[src/rtl/counter_run_ctrl.sv]
// counter_run_ctrl: run controller for the mod-MOD display counter.
//
// The raw start/pause and clear buttons become clean one-cycle events. A prescaler
// produces a one-cycle count-enable tick every P = CLK_HZ/TICK_HZ cycles while running.
// An IDLE/RUN/PAUSE/DONE state machine steps the counter toward a target latched from
// the switches.
//
// Optional feature: define COUNTER_RUN_CTRL_DEBOUNCE_EN to insert a DB_CYCLES-cycle
// stability filter between each button synchronizer and its edge detector. When the
// macro is not defined, the filtered level is the synchronizer output.
//
// Ports:
//   clk        system clock (the only clock)
//   rst        asynchronous active-low reset
//   btn_start  raw start/pause button, active-high, asynchronous
//   btn_clear  raw clear button, active-high, asynchronous
//   sw_target  target count, latched on IDLE->RUN
//   sw_reload  1 = wrap to 0 at target and keep running, 0 = stop at target
//   tick       one-cycle count-enable pulse (RUN only)
//   count      current count value
//   state      IDLE=0, RUN=1, PAUSE=2, DONE=3
//   done       target reached: level in DONE, one-cycle pulse on auto-reload
module counter_run_ctrl #(
  parameter int unsigned CLK_HZ    = 100_000_000,
  parameter int unsigned TICK_HZ   = 1,
  parameter int unsigned MOD       = 12,
  parameter int unsigned DB_CYCLES = 1_000_000
) (
  input  logic       clk,
  input  logic       rst,
  input  logic       btn_start,
  input  logic       btn_clear,
  input  logic [3:0] sw_target,
  input  logic       sw_reload,
  output logic       tick,
  output logic [3:0] count,
  output logic [1:0] state,
  output logic       done
);

  localparam int unsigned P  = CLK_HZ / TICK_HZ;
  localparam int unsigned PW = (P > 1) ? $clog2(P) : 1;
  localparam logic [PW-1:0] PLast     = PW'(P - 1);
  localparam logic [PW-1:0] PPrev     = PW'(P - 2);
  localparam logic [3:0]    CountLast = 4'(MOD - 1);

  // The 4-bit count needs MOD <= 16, and the tick needs a prescaler period of at least 2.
  if (MOD < 2 || MOD > 16 || P < 2 || DB_CYCLES < 1) begin : g_bad_params
    $error("counter_run_ctrl: unsupported parameter set");
  end

  typedef enum logic [1:0] {
    StIdle  = 2'd0,
    StRun   = 2'd1,
    StPause = 2'd2,
    StDone  = 2'd3
  } state_e;

  // ---------------------------------------------------------------------------
  // Button path. Bit 0 carries start and bit 1 carries clear.
  // ---------------------------------------------------------------------------
  logic [1:0] btn_raw;
  logic [1:0] sync1_q, sync2_q;
  logic [1:0] filt;
  logic [1:0] filt_prev_q;
  logic [1:0] ev_q;
  logic       start_ev, clear_ev;

  assign btn_raw = {btn_clear, btn_start};

  always_ff @(posedge clk or negedge rst) begin
    if (!rst) begin
      sync1_q <= '0;
      sync2_q <= '0;
    end else begin
      sync1_q <= btn_raw;
      sync2_q <= sync1_q;
    end
  end

`ifdef COUNTER_RUN_CTRL_DEBOUNCE_EN
  localparam int unsigned DbW = (DB_CYCLES > 1) ? $clog2(DB_CYCLES) : 1;
  localparam logic [DbW-1:0] DbLast = DbW'(DB_CYCLES - 1);

  logic [DbW-1:0] db_cnt_q [2];
  logic [1:0]     filt_q;

  // The filtered level follows the synchronizer only after DB_CYCLES consecutive
  // cycles of disagreement. Any return to agreement restarts the window.
  always_ff @(posedge clk or negedge rst) begin
    if (!rst) begin
      filt_q      <= '0;
      db_cnt_q[0] <= '0;
      db_cnt_q[1] <= '0;
    end else begin
      for (int i = 0; i < 2; i++) begin
        if (sync2_q[i] == filt_q[i]) begin
          db_cnt_q[i] <= '0;
        end else if (db_cnt_q[i] == DbLast) begin
          filt_q[i]   <= sync2_q[i];
          db_cnt_q[i] <= '0;
        end else begin
          db_cnt_q[i] <= db_cnt_q[i] + DbW'(1);
        end
      end
    end
  end

  assign filt = filt_q;
`else
  assign filt = sync2_q;
`endif

  // Registered rising-edge detect. Holding a button produces no further events.
  always_ff @(posedge clk or negedge rst) begin
    if (!rst) begin
      filt_prev_q <= '0;
      ev_q        <= '0;
    end else begin
      filt_prev_q <= filt;
      ev_q        <= filt & ~filt_prev_q;
    end
  end

  assign start_ev = ev_q[0];
  assign clear_ev = ev_q[1];

  // ---------------------------------------------------------------------------
  // Run FSM with prescaler, counter and registered outputs.
  // tick_q is kept equal to (state_q == StRun && presc_q == PLast).
  // ---------------------------------------------------------------------------
  state_e         state_q;
  logic [PW-1:0]  presc_q;
  logic [3:0]     count_q, tgt_q, count_inc;
  logic           done_q, tick_q;

  assign count_inc = (count_q == CountLast) ? 4'd0 : count_q + 4'd1;

  always_ff @(posedge clk or negedge rst) begin
    if (!rst) begin
      state_q <= StIdle;
      presc_q <= '0;
      count_q <= '0;
      tgt_q   <= '0;
      done_q  <= 1'b0;
      tick_q  <= 1'b0;
    end else if (clear_ev) begin
      state_q <= StIdle;
      presc_q <= '0;
      count_q <= '0;
      done_q  <= 1'b0;
      tick_q  <= 1'b0;
    end else begin
      unique case (state_q)
        StIdle: begin
          presc_q <= '0;
          done_q  <= 1'b0;
          tick_q  <= 1'b0;
          if (start_ev) begin
            state_q <= StRun;
            tgt_q   <= sw_target;
          end
        end
        StRun: begin
          if (tick_q) begin
            presc_q <= '0;
            tick_q  <= 1'b0;
            if (count_inc == tgt_q) begin
              done_q <= 1'b1;
              if (sw_reload) begin
                count_q <= '0;
                state_q <= start_ev ? StPause : StRun;
              end else begin
                // Stopping at the target drops a coincident start event.
                count_q <= count_inc;
                state_q <= StDone;
              end
            end else begin
              count_q <= count_inc;
              done_q  <= 1'b0;
              state_q <= start_ev ? StPause : StRun;
            end
          end else begin
            done_q <= 1'b0;
            if (start_ev) begin
              // Freeze the prescaler so that resume continues the same period.
              state_q <= StPause;
              tick_q  <= 1'b0;
            end else begin
              presc_q <= presc_q + PW'(1);
              tick_q  <= (presc_q == PPrev);
            end
          end
        end
        StPause: begin
          done_q <= 1'b0;
          tick_q <= 1'b0;
          if (start_ev) begin
            state_q <= StRun;
            tick_q  <= (presc_q == PLast);
          end
        end
        StDone: begin
          tick_q <= 1'b0;
          if (start_ev) begin
            state_q <= StIdle;
            count_q <= '0;
            done_q  <= 1'b0;
          end
        end
      endcase
    end
  end

  assign tick  = tick_q;
  assign count = count_q;
  assign state = state_q;
  assign done  = done_q;

endmodule

[config.mk]
export PLATFORM = sky130hd
export DESIGN_NAME = counter_run_ctrl
export DESIGN_NICKNAME = d
export VERILOG_FILES = /design/src/rtl/counter_run_ctrl.sv
export SDC_FILE = /design/constraint.sdc
export NUM_CORES = 1
export LEC_CHECK = 0
export BUFFER_PORTS_ARGS = -buffer_cell sky130_fd_sc_hd__buf_4
export CAP_MARGIN = 20
export CELL_PAD_IN_SITES_DETAIL_PLACEMENT = 1
export CELL_PAD_IN_SITES_GLOBAL_PLACEMENT = 1
export CORE_ASPECT_RATIO = 1.1
export CORE_UTILIZATION = 50
export DETAILED_ROUTE_END_ITERATION = 10
export PLACE_DENSITY_LB_ADDON = 0.08
export RECOVER_POWER = 25
export SETUP_SLACK_MARGIN = 0.3
export SLEW_MARGIN = 15
export SYNTH_ARGS = -nofsm -noshare
export SYNTH_HDL_FRONTEND = slang
export SYNTH_SLANG_ARGS = --single-unit
[constraint.sdc]
create_clock -name clk -period 5.9 [get_ports clk]
set_clock_uncertainty 0.15 [all_clocks]
set_input_delay 0.59 -clock clk [delete_from_list [all_inputs] [get_ports clk]]
set_output_delay 0.59 -clock clk [all_outputs]
set_load 0.02 [all_outputs]
==> Word level (Yosys, flattened, before mapping) <==
Index checks and enable logic that the tools add are counted.
{ "word_totals": {"ff_bits": 47, "latch_bits": 0, "ram_bits": 0, "mem_bits_ro": 0, "input_bits": 9, "output_inout_bits": 8, "word_cells": 66, "memories": 0} }
{ "classes": {"add_sub_neg": 2, "multipliers": 0, "div_mod_pow": 0, "n_lt_le_gt_ge": 0, "n_eq_ne": 12, "n_shift": 0, "muxes": 30, "n_bitwise": 3, "n_reduce_logical": 9} }
{ "op_table": {"columns": ["operator", "count"], "rows": [
  ["27-bit 2-to-1 mux", 3],
  ["27-bit == test, second input constant", 2],
  ["27-bit one-hot mux with 2 select lines", 1],
  ["27-bit by 1-bit adder with 27-bit output, second input constant", 1],
  ["4-bit 2-to-1 mux", 6],
  ["2-bit 2-to-1 mux", 8],
  ["3-bit AND reduction", 3],
  ["1-bit 2-to-1 mux", 8],
  ["4-bit inequality test, second input constant", 2],
  ["4-bit one-hot mux with 2 select lines", 1],
  ["3-bit inequality test, second input constant", 2],
  ["1-bit one-hot mux with 3 select lines", 2],
  ["2-bit one-hot mux with 3 select lines", 1],
  ["3-bit nonzero test", 2],
  ["4-bit by 1-bit adder with 4-bit output, second input constant", 1],
  ["2-bit == test, second input constant", 2],
  ["4-bit == test", 1],
  ["4-bit == test, second input constant", 1],
  ["2-bit OR reduction", 2],
  ["3-bit by 1-bit inequality test with 1-bit output, second input constant", 1],
  ["2-bit bitwise AND", 1],
  ["2-bit by 1-bit == test with 1-bit output, second input constant", 1],
  ["2-bit zero test", 1],
  ["2-bit NOT", 1],
  ["2 further kinds", 2]
]} }

==> Logic depth before layout (Yosys ltp) <==
Gate-level depths: netlist of run 1.
{ "depth": {"ltp_word": 7, "mapped_depth": 7, "mapped_depth_nobuf": 6} }

==> Worst setup path before layout of run 1 <==
No wires, ideal clock.
{ "synth_timing": {"kind": "reg2reg", "start": "register count_q[0] (netlist: count[0])", "end": "register count_q[2] (netlist: count[2])", "setup_ps": 126, "t_arrival_ps": 2082, "required_ps": 5624, "path_slack_ps": 3542, "path_stages_with_launch": 7, "n_path_buf": 0, "synth_period_minus_slack_ps": 2358, "cell_sequence": "dfrtp_1 > ha_1 > nor3b_2 > or3_4 > a211oi_4 > a31oi_2 > a221o_1"} }
{ "synth_between": {"elab_chain_cells": 7, "word_cells_on_any_way": 9, "cone_classes": "1 x add/sub; 2 x eq/ne; 6 x mux"} }
{ "synth_rtl": {"columns": ["element", "line_no", "rtl"], "rows": [
  ["start, declared", "134", "logic [3:0] count_q, tgt_q, count_inc;"],
  ["start signal, assigned", "175", "count_q <= count_inc;"],
  ["start signal, assigned", "179", "count_q <= count_inc;"],
  ["4-bit by 1-bit adder with 4-bit output / 4-bit == test (equally long branches)", "137", "assign count_inc = (count_q == CountLast) ? 4'd0 : count_q + 4'd1;"],
  ["4-bit 2-to-1 mux *", "137", null],
  ["4-bit == test / 4-bit 2-to-1 mux (equally long branches)", "168, 170", null],
  ["4-bit 2-to-1 mux *", "168", "if (count_inc == tgt_q) begin"],
  ["4-bit 2-to-1 mux *", "165", "if (tick_q) begin"],
  ["4-bit one-hot mux with 2 select lines *", "154", "unique case (state_q)"],
  ["4-bit 2-to-1 mux *", "147", "end else if (clear_ev) begin"]
]} }
Mark *: on every way between the ends. The rest lies on a longest branch, timed or not. The select of a mux whose other input is x is not followed.
A chain may end at the register's enable or synchronous reset.

==> results.md, run 1 <==
- DR iter-0 viols: between 70 and 80
- Hold Path Class: flip-flop to flip-flop
- Worst-path cell chain: clkbuf_1
- Clock Pin Slew Worst Setup and Hold Paths: approximately 0.09 ns
- Worst Hold Path Cells: 0
- Grt ovf: 0
- Root buffer cell: clkbuf_8
- CTS H-tree lvls: 2
- Startpoint types: input port
- Number of remaining DRC errors: 0
- CTS sink cnt: 47
- Main synth FF type: dfrtp_1
- Synth cell count leaders: dfrtp_1 (47), nor2_1 (25), nand3_1 (18), nand2_1 (15), o21ai_0 (13)
- Synth Area in Adders: under 10%
- Shortest period the worst path allows: 2.58 ns
- Die extent in x: approximately 69 um
- Storage element area: roughly 1200 um^2
- Fill cell count: between 500 and 600
- Crit Path Max Fanout: 47
- R2R cell count: 5
- Worst Hold Launch: sync1_q[0]
- TritonCTS clock tree: yes
- Setup ws final: around 3.3 ns
- CTS Buf Count: 5
- CP required: approximately 5.7 ns
- Syn_nets: 259
- Place WS: between 3 and 4 ns
- Pre-antenna DRT Iters: 4
- Multiplexer area fraction after synthesis: 1.84%
- Synth Area in Simple Gates: between 20% and 30%
- Period Utilization, post-route: ~44%
- Share of layout cells above drive strength 1: 15.8%
- Largest family of logic cells by synthesized area: simple AND/OR/NAND/NOR gates
- Slew of the pin with the lowest slew margin: 2.46 ns
- Top post-synthesis cells by area: dfrtp_1 (48%), nor2_1 (3.8%), nand3_1 (3.7%)
- XOR/XNOR share of the synthesized area: 6.44%
- GRT Total Usage: between 20% and 30%
- HPWL after DPL: 4010 um
- Crit path capture type: asynchronous set/reset pin
- Tot Pwr: 0.684 mW
- Pleak: 1.12 nW
- Vias in the first global route: ~1900
- Initial antenna violation count: 0
- Finished Layout Cells: 316
- Cell variety after synth: between 40 and 50
- Post-synthesis compound-gate area fraction: between 10% and 20%
- Ant diodes: 0
- Synth area leader: dfrtp_1
- Cts hold-fix bufs: 0
- Outcome: finished, violations left
- Drt via density: roughly 6.2
- WL final: approximately 5800 um
- Seq cells post-synth: between 40 and 50
- Delay-heaviest family, CP: buffers and inverters
- Setup CP Type: input port to asynchronous set/reset pin
- Maximum VDD drop: 0.000137 V
- Synthesized area: between 2000 and 2500 um^2
- WL/cell: between 15 and 20 um
- Top cell type's share of synthesized area: between 40% and 50%
- FP Rows: 26
- Placer congestion estimate: 0.832
- Post-synth EDFFs: 0
- Port buffer count: 16
- Slew headroom: -64.0%
- Io pins: 17
- Core region area: 4680 um^2
- Failing checks: max-capacitance violations, max-slew violations
- # setup viols final: 0
- Max-cap violations: 1
- F_max: ~390 MHz
- Setup TNS: 0 ns
- Largest net degree at the start of global routing: 48
- RSZ-0062 raised after global routing: no
- Nets@finish: 271
- Hold Vio Cnt, Final: 0
- ANT nets after route: 0
- Most frequent cell after synthesis: dfrtp_1
- Power Density: 252 nW/um^2
- Initial Util: 52.2%
- CP Data Arrival Time: 2.34 ns
- Via Count: a little under 2000
- Pins Over Slew Limit: 48
- Die Ht: ~75 um
- Clock buffer depth: 2
- Area grow syn2layout: 10.8%
- Post-synthesis cell count: between 200 and 250
- Cts repair resizes: 0
- Yosys warning total: 0
- Async set-reset flop share out of synthesis: 100%
- Insertion delay to the later sink of the worst-skew pair: approximately 0.3 ns
- Die ar.: between 5000 and 6000 um^2
- Sequential area share after synthesis: about half
- Crit. path cell count: 1
- First-pass GRT wire length: roughly 9000 um
- Multi-input gate area in the final layout: around 1200 um^2
- CP Buf/Inv Count: 1
- Worst path slowest cell: clkbuf_1
- Worst setup path start: rst
- Reg-to-reg startpoint: ev_q[0]
- Setup Buffers After CTS: 0
- Placed cell count: roughly 300
- Max incr delay on CP: between 1.5 and 2 ns
- Syn_area_per_cell: between 9 and 10 um^2
==> state kept, by name, summed over array words and instances (netlist names) <==
register,flops
sync1_q,2
presc_q,27
filt_prev_q,2
count,4
done,1
ev_q,2
state,2
tick,1
filt,2
tgt_q,4
==> metrics by stage <==
| stage | instance area (um^2) | utilization [%] | hold slack [ns] |
|---|---|---|---|
| 6_report | 2710 | 57.9 | 0.205 |
| 4_1_cts | 2710 | 57.9 | 0.151 |
| 2_1_floorplan | 2450 | - | 0.144 |
| 3_5_place_dp | 2590 | 55.3 | 0.186 |
| 3_3_place_gp | 2590 | 55.3 | 0.182 |
| 5_1_grt | 2710 | 57.9 | 0.214 |
==> layout by cell type, fill, tap and decap left out, types with 3 or more instances in the layout <==
cell type / netlist / routed
dfrtp_1: 47 / 47
nor2_1: 25 / 25
nand3_1: 18 / 18
nand2_1: 15 / 15
buf_4: 1 / 14
o21ai_0: 13 / 13
nand4_1: 10 / 10
xor2_1: 10 / 10
xnor2_1: 8 / 8
a31oi_1: 7 / 7
and4_1: 6 / 6
a21oi_1: 6 / 6
clkbuf_8: 0 / 6
nor4_1: 5 / 5
nor2b_1: 4 / 4
inv_1: 4 / 4
nand4b_1: 4 / 4
nor3_1: 5 / 4
and3_1: 4 / 4
mux2_2: 4 / 4
or3_1: 4 / 4
and2_1: 3 / 3
a41oi_1: 3 / 3
ha_1: 3 / 3
==> power breakdown <==
| group | switching (mW) | total [mW] | leakage, nW | internal (mW) |
|---|---|---|---|---|
| clock | 0.108 | 0.245 | 0.0612 | 0.137 |
| combinational | 0.0514 | 0.0855 | 0.426 | 0.0341 |
| sequential | 0.0164 | 0.353 | 0.629 | 0.336 |
| total | 0.176 | 0.684 | 1.12 | 0.508 |
==> kinds of logic (layout without fill, tap and decap cells) <==
family / Yosys count / after routing
compound gates: 45 / 45
xor+xnor: 18 / 18
fa+ha+maj: 3 / 3
buf+inv: 16 / 29
flops: 47 / 47
mux: 4 / 4
simple gates: 114 / 114
==> per-layer routing <==
| metal | GRT usage [%] | up-vias | share of wire [%] |
|---|---|---|---|
| met5 | 0 | - | 0 |
| met4 | 9.75 | 0 | 2.1 |
| met3 | 5.09 | 10 | 2.9 |
| met2 | 41.6 | 31 | 49 |
| met1 | 32.4 | 988 | 46 |
| li1 | - | 934 | - |
==> cell type report <==
cell class | count | share of cell area [%]
Tap cell | 56 | 2.58
Multi-Input combinational cell | 184 | 44.6
Sequential cell | 47 | 43.4
Timing Repair Buffer | 17 | 4.57
Inverter | 4 | 0.554
Clock buffer | 6 | 3.05
Clock inverter | 2 | 1.29
==> path summary, 6_finish.rpt <==
path,to,slack (ns)
max,done,3.32
min,filt[0],0.20
max reg2reg,presc_q[26],3.43
min reg2reg,filt[0],0.20
max in group clk,presc_q[26],3.43
min in group asynchronous,tgt_q[0],0.87
Note: power is estimated with default switching activity, not from simulation.
==> run 2: changes to the inputs <==
Settings changed: CORE_UTILIZATION 50 to 42.
Clock period 5.9 ns to 2.09 ns, I/O delays scaled along.
==> run 2 against run 1 <==
The flow finishes with violations (negative setup slack). Core utilization grew 1.6 points. Die area grew 18%. Routed wire length grew 23%. Global-route usage shrank 2.4 points. Final cell count grew 23%. Count of clock-buffer cells in the layout shrank 1. Worst hold slack lost 0.082 ns. First-iteration DRC count grew 32%. Critical endpoint is now count[2]. Via count grew 13%. Sequential power grew to 2.8 times the previous value. Sequential cell count is the same.
==> results.md, run 2 (same netlist as run 1, synthesis figures left out) <==
- Insertion delay to the later sink of the worst-skew pair: approximately 0.30 ns
- Delay-heaviest family, CP: compound AO/OA/AOI/OAI gates
- Hold Vio Cnt, Final: 0
- Place WS: -0.103 ns
- Final core occ: approximately three fifths
- Share of layout cells above drive strength 1: ~37%
- Power Density: 593 nW/um^2
- Commonest non-fill, non-tap cell in the layout: buf_4
- Placer congestion estimate: roughly 0.77
- Via Count: 2221
- Largest net degree at the start of global routing: 48
- WL final: roughly 7000 um
- Initial Util: about 44%
- Root buffer cell: clkbuf_8
- First-pass GRT wire length: between 10000 and 15000 um
- Startpoint types: flip-flop
- Number of remaining DRC errors: 0
- CTS sink cnt: between 40 and 50
- TritonCTS clock tree: yes
- RSZ-0062 raised after global routing: yes
- Max incr delay on CP: about 0.44 ns
- Worst path slowest cell: dfrtp_2
- Outcome: finished, violations left
- DR iter-0 viols: between 90 and 100
- Slew of the pin with the lowest slew margin: approximately 1.2 ns
- Pre-antenna DRT Iters: 4
- CP Data Arrival Time: about 2.2 ns
- HPWL after DPL: approximately 4400 um
- Setup TNS: -0.218 ns
- Shortest period the worst path allows: around 2.2 ns
- Pleak: ~1.4 nW
- Largest Register: presc_q
- CP Buf/Inv Count: 0
- Max-cap violations: 0
- Die ar.: about 6000 um^2
- Grt ovf: 0
- Pins Over Slew Limit: 0
- Core region area: 5500 um^2
- WL/cell: roughly 18 um
- GRT Total Usage: 22.8%
- Setup CP Type: flip-flop to flip-flop
- Clock Pin Slew Worst Setup and Hold Paths: about 0.1 ns
- Clock buffer depth: 2
- Setup ws final: -0.0813 ns
- Drt via density: 5.72
- Period Utilization, post-route: 104%
- Worst-path cell chain: ha_4 -> nor3b_4 -> or3_4 -> a211oi_4 -> a31oi_2 -> a221o_1
- Most frequent cells in the layout: buf_4 (57), dfrtp_1 (41), nor2_1 (23)
- Nets@finish: roughly 320
- WHS: 0.123 ns
- Io pins: 17
- CP required: 2.13 ns
- Initial antenna violation count: 0
- Port buffer count: 16
- # setup viols final: 5
- Die Ht: a little over 80 um
- Maximum VDD drop: between 0.0002 and 0.0003 V
- CTS H-tree lvls: 2
- Vias in the first global route: around 2100
- Ant diodes: 0
- ANT nets after route: 0
- Crit path capture type: flip-flop
- Largest register FFs: 27
- FP Rows: 28
- Hold Path Class: input port to flip-flop
- Area grow syn2layout: 33.6%
- Die extent in x: ~75 um
- CTS Buf Count: 5
- Slew headroom: around 20%
- Crit Path Max Fanout: 4
- Failing checks: negative setup slack
- F_max: around 460 MHz
## run 2: worst paths after layout
check | from | end | slack [ns] | cells after the start
min in group asynchronous | rst | tgt_q[0] | 0.53 | 2
min reg2reg | sync1_q[0] | filt[0] | 0.20 | 0
max | count[1] | count[2] | -0.08 | 6
min | sw_reload | count[0] | 0.12 | 3
max reg2reg | count[1] | count[2] | -0.08 | 6
max in group asynchronous | rst | ev_q[0] | 0.45 | 2
## run 2: final cells by class
cell class                 count  area [um^2]
timing repair buffer          70          546
tap                           75         93.8
clock buffer                   5         68.8
fill                         634         2230
sequential                    47         1180
multi-input combinational    184         1340
inverter                       4         15.0
clock inverter                 3         23.8
## run 2: metal layers
metal,vias up,track usage (%),routed length [um],part of all wire (%)
met3,8,2.94,153,2.2
met2,36,36.9,3550,50
met5,-,0,0,0
met1,1135,32.5,3310,47
met4,0,4.53,65,0.92
li1,1042,-,-,-
## run 2: tightest hold or removal path, stage by stage
cell and delay, ns:
buf_4 0.13, nand3_1 0.09, a22o_1 0.12
## run 2: where the power goes
| group | total [mW] | internal [mW] | leakage [nW] | switching, mW |
|---|---|---|---|---|
| registers | 0.981 | 0.951 | 0.620 | 0.0308 |
| logic | 0.375 | 0.168 | 0.708 | 0.206 |
| clock network | 0.585 | 0.240 | 0.0408 | 0.345 |
| total | 1.94 | 1.36 | 1.37 | 0.582 |
## run 2: through the flow
step           instances  cell area, um^2  total power [mW]
6_report             388             3270              1.94
5_1_grt              388             3270              2.02
2_1_floorplan        247             2480              1.18
3_3_place_gp         350             2820              1.29
4_1_cts              372             3070              1.91
3_5_place_dp         350             2820              1.31
## run 2: timing repair
item                                    4_1_cts  5_1_grt
cloned                                        0        2
buffers inserted                              7       14
pin swaps                                     5       12
resized for setup                            13       21
hold endpoints to repair                     53        0
endpoints found under the setup margin       33       27
hold buffers                                  7        0
==> run 3: changes to the inputs <==
Settings changed: CORE_UTILIZATION 42 to 50.
Clock period 2.09 ns to 2.78 ns, I/O delays scaled along.
==> run 3 against run 2 <==
The run now ends clean. Combinational power down 47%. Via count down 11%. Count of clock-buffer cells in the layout unchanged. Largest cell class unchanged.
==> results.md, run 3 (same netlist as run 1, synthesis figures left out) <==
- Wl on met1: roughly 2800 um
- Setup ws final: around 0.44 ns
- Worst Hold Launch: sw_target[0]
- Pre-antenna DRT Iters: 4
- Pleak: between 1 and 1.5 nW
- Largest net degree at the start of global routing: 48
- Most frequent cells in the layout: dfrtp_1 (46), nor2_1 (25), nand3_1 (18), buf_4 (18), nand2_1 (15)
- CP Data Arrival Time: 2.39 ns
- Top Layer Used: met4
- Metal2 WL: 2780 um
- GRT Total Usage: roughly 26%
- Die extent in x: around 70 um
- HPWL after DPL: between 4000 and 5000 um
- Place WS: 0.347 ns
- Finished Layout Cells: 323
- Die Ht: 75.4 um
- Reg-to-reg startpoint: count[0]
- WHS: ~0.043 ns
- Hold Path End: tgt_q[0]
- ANT nets after route: 0
- Clock Pin Slew Worst Setup and Hold Paths: 0.09 ns
- Io pins: 17
- Slew of the pin with the lowest slew margin: about 1.2 ns
- CP Buf/Inv Count: 0
- Tot Pwr: 1.38 mW
- DR WL met3: between 150 and 200 um
- Insertion delay to the later sink of the worst-skew pair: 0.31 ns
- Core region area: around 4700 um^2
- Maximum VDD drop: between 0.0003 and 0.0004 V
- RSZ-0062 raised after global routing: no
- R2R cell count: 6
- Pins Over Slew Limit: 0
- Hold Vio Cnt, Final: 0
- # setup viols final: 0
- Setup CP Type: flip-flop to flip-flop
- Max incr delay on CP: about 0.46 ns
- Drt via density: 6.14
- WL/cell: approximately 18 um
- F_max: about 430 MHz
- Root buffer cell: clkbuf_8
- CP required: ~2.8 ns
- DR iter-0 viols: 119
- Area grow syn2layout: 12.5%
- Worst Hold Path Cells: 2
- FP Rows: 26
- WL final: a little under 6000 um
- CTS H-tree lvls: 2
- Period Utilization, post-route: 84.2%
- Setup TNS: 0 ns
- Ant diodes: 0
- Startpoint types: flip-flop
- Die ar.: a little over 5000 um^2
- R2R Setup Slk: approximately 0.44 ns
- Max-cap violations: 0
- Clock buffer depth: 2
- Hold Path Class: input port to flip-flop
- CTS sink cnt: between 40 and 50
- Worst path slowest cell: dfrtp_2
- Largest Register: presc_q
- Initial Util: 52.2%
- Nets@finish: 278
- Power Density: 503 nW/um^2
- Outcome: completed
- Via Count: ~2000
- TritonCTS clock tree: yes
- Grt ovf: 0
- Placed cell count: 311
- CTS Buf Count: 5
- Commonest non-fill, non-tap cell in the layout: dfrtp_1
- First-pass GRT wire length: approximately 9700 um
- Share of layout cells above drive strength 1: approximately 18%
- Slew headroom: between 20% and 30%
- Worst R2R End: count[2]
- Placer congestion estimate: between 0.7 and 0.8
- Number of remaining DRC errors: 0
- Crit path capture type: flip-flop
- Worst-path cell chain: ha_2 -> nor3b_2 -> or3_4 -> a211oi_4 -> a31oi_2 -> a221o_1
- Crit Path Max Fanout: 8
- Port buffer count: 16
- Largest register FFs: 27
- Shortest period the worst path allows: about 2.3 ns
- Delay-heaviest family, CP: compound AO/OA/AOI/OAI gates
- Vias in the first global route: 2013
- Initial antenna violation count: 0
==> run 3: worst register-to-register path, stage by stage (launching register included) <==
cell and delay (ns):
dfrtp_2 0.46, ha_2 0.23, nor3b_2 0.17, or3_4 0.38, a211oi_4 0.32, a31oi_2 0.17
a221o_1 0.34
==> run 3: layout make-up <==
class | count | area [um^2]
Tap cell | 56 | 70.1
Timing Repair Buffer | 24 | 185
Clock inverter | 3 | 23.8
Multi-Input combinational cell | 184 | 1210
Fill cell | 515 | 1930
Sequential cell | 47 | 1180
Inverter | 4 | 15.0
Clock buffer | 5 | 68.8
==> run 3: what timing repair did <==
action	CTS	global route
hold buffers	3	0
buffers inserted	0	1
setup endpoints to repair	0	1
hold endpoints to repair	49	0
resized for setup	0	3
==> run 3: per-layer routing <==
metal | track usage, % | up-vias
li1 | - | 947
met1 | 33.8 | 995
met2 | 42.8 | 33
met3 | 4.49 | 7
met4 | 7.71 | 0
met5 | 0 | -
==> run 3: worst max-delay path by stage <==
stage                        start  endpoint  slack [ns]  cells after the start
after floorplan           count[0]  count[2]        0.42                      6
after global placement    count[0]  count[2]        0.42                      6
after detailed placement  count[0]  count[2]        0.35                      6
after CTS                 count[0]  count[2]        0.33                      6
after global routing      count[0]  count[2]        0.35                      6
final                     count[0]  count[2]        0.44                      6
==> run 3: stage by stage <==
stage,instance area (um^2),util (%)
after global routing,2750,58.8
after CTS,2740,58.4
final,2750,58.8
after detailed placement,2620,55.8
after global placement,2620,55.8
after floorplan,2450,-
==> run 3: power breakdown <==
group	internal, mW	switching, mW	total (mW)
clock network	0.180	0.255	0.436
logic	0.0853	0.113	0.198
registers	0.714	0.0374	0.751
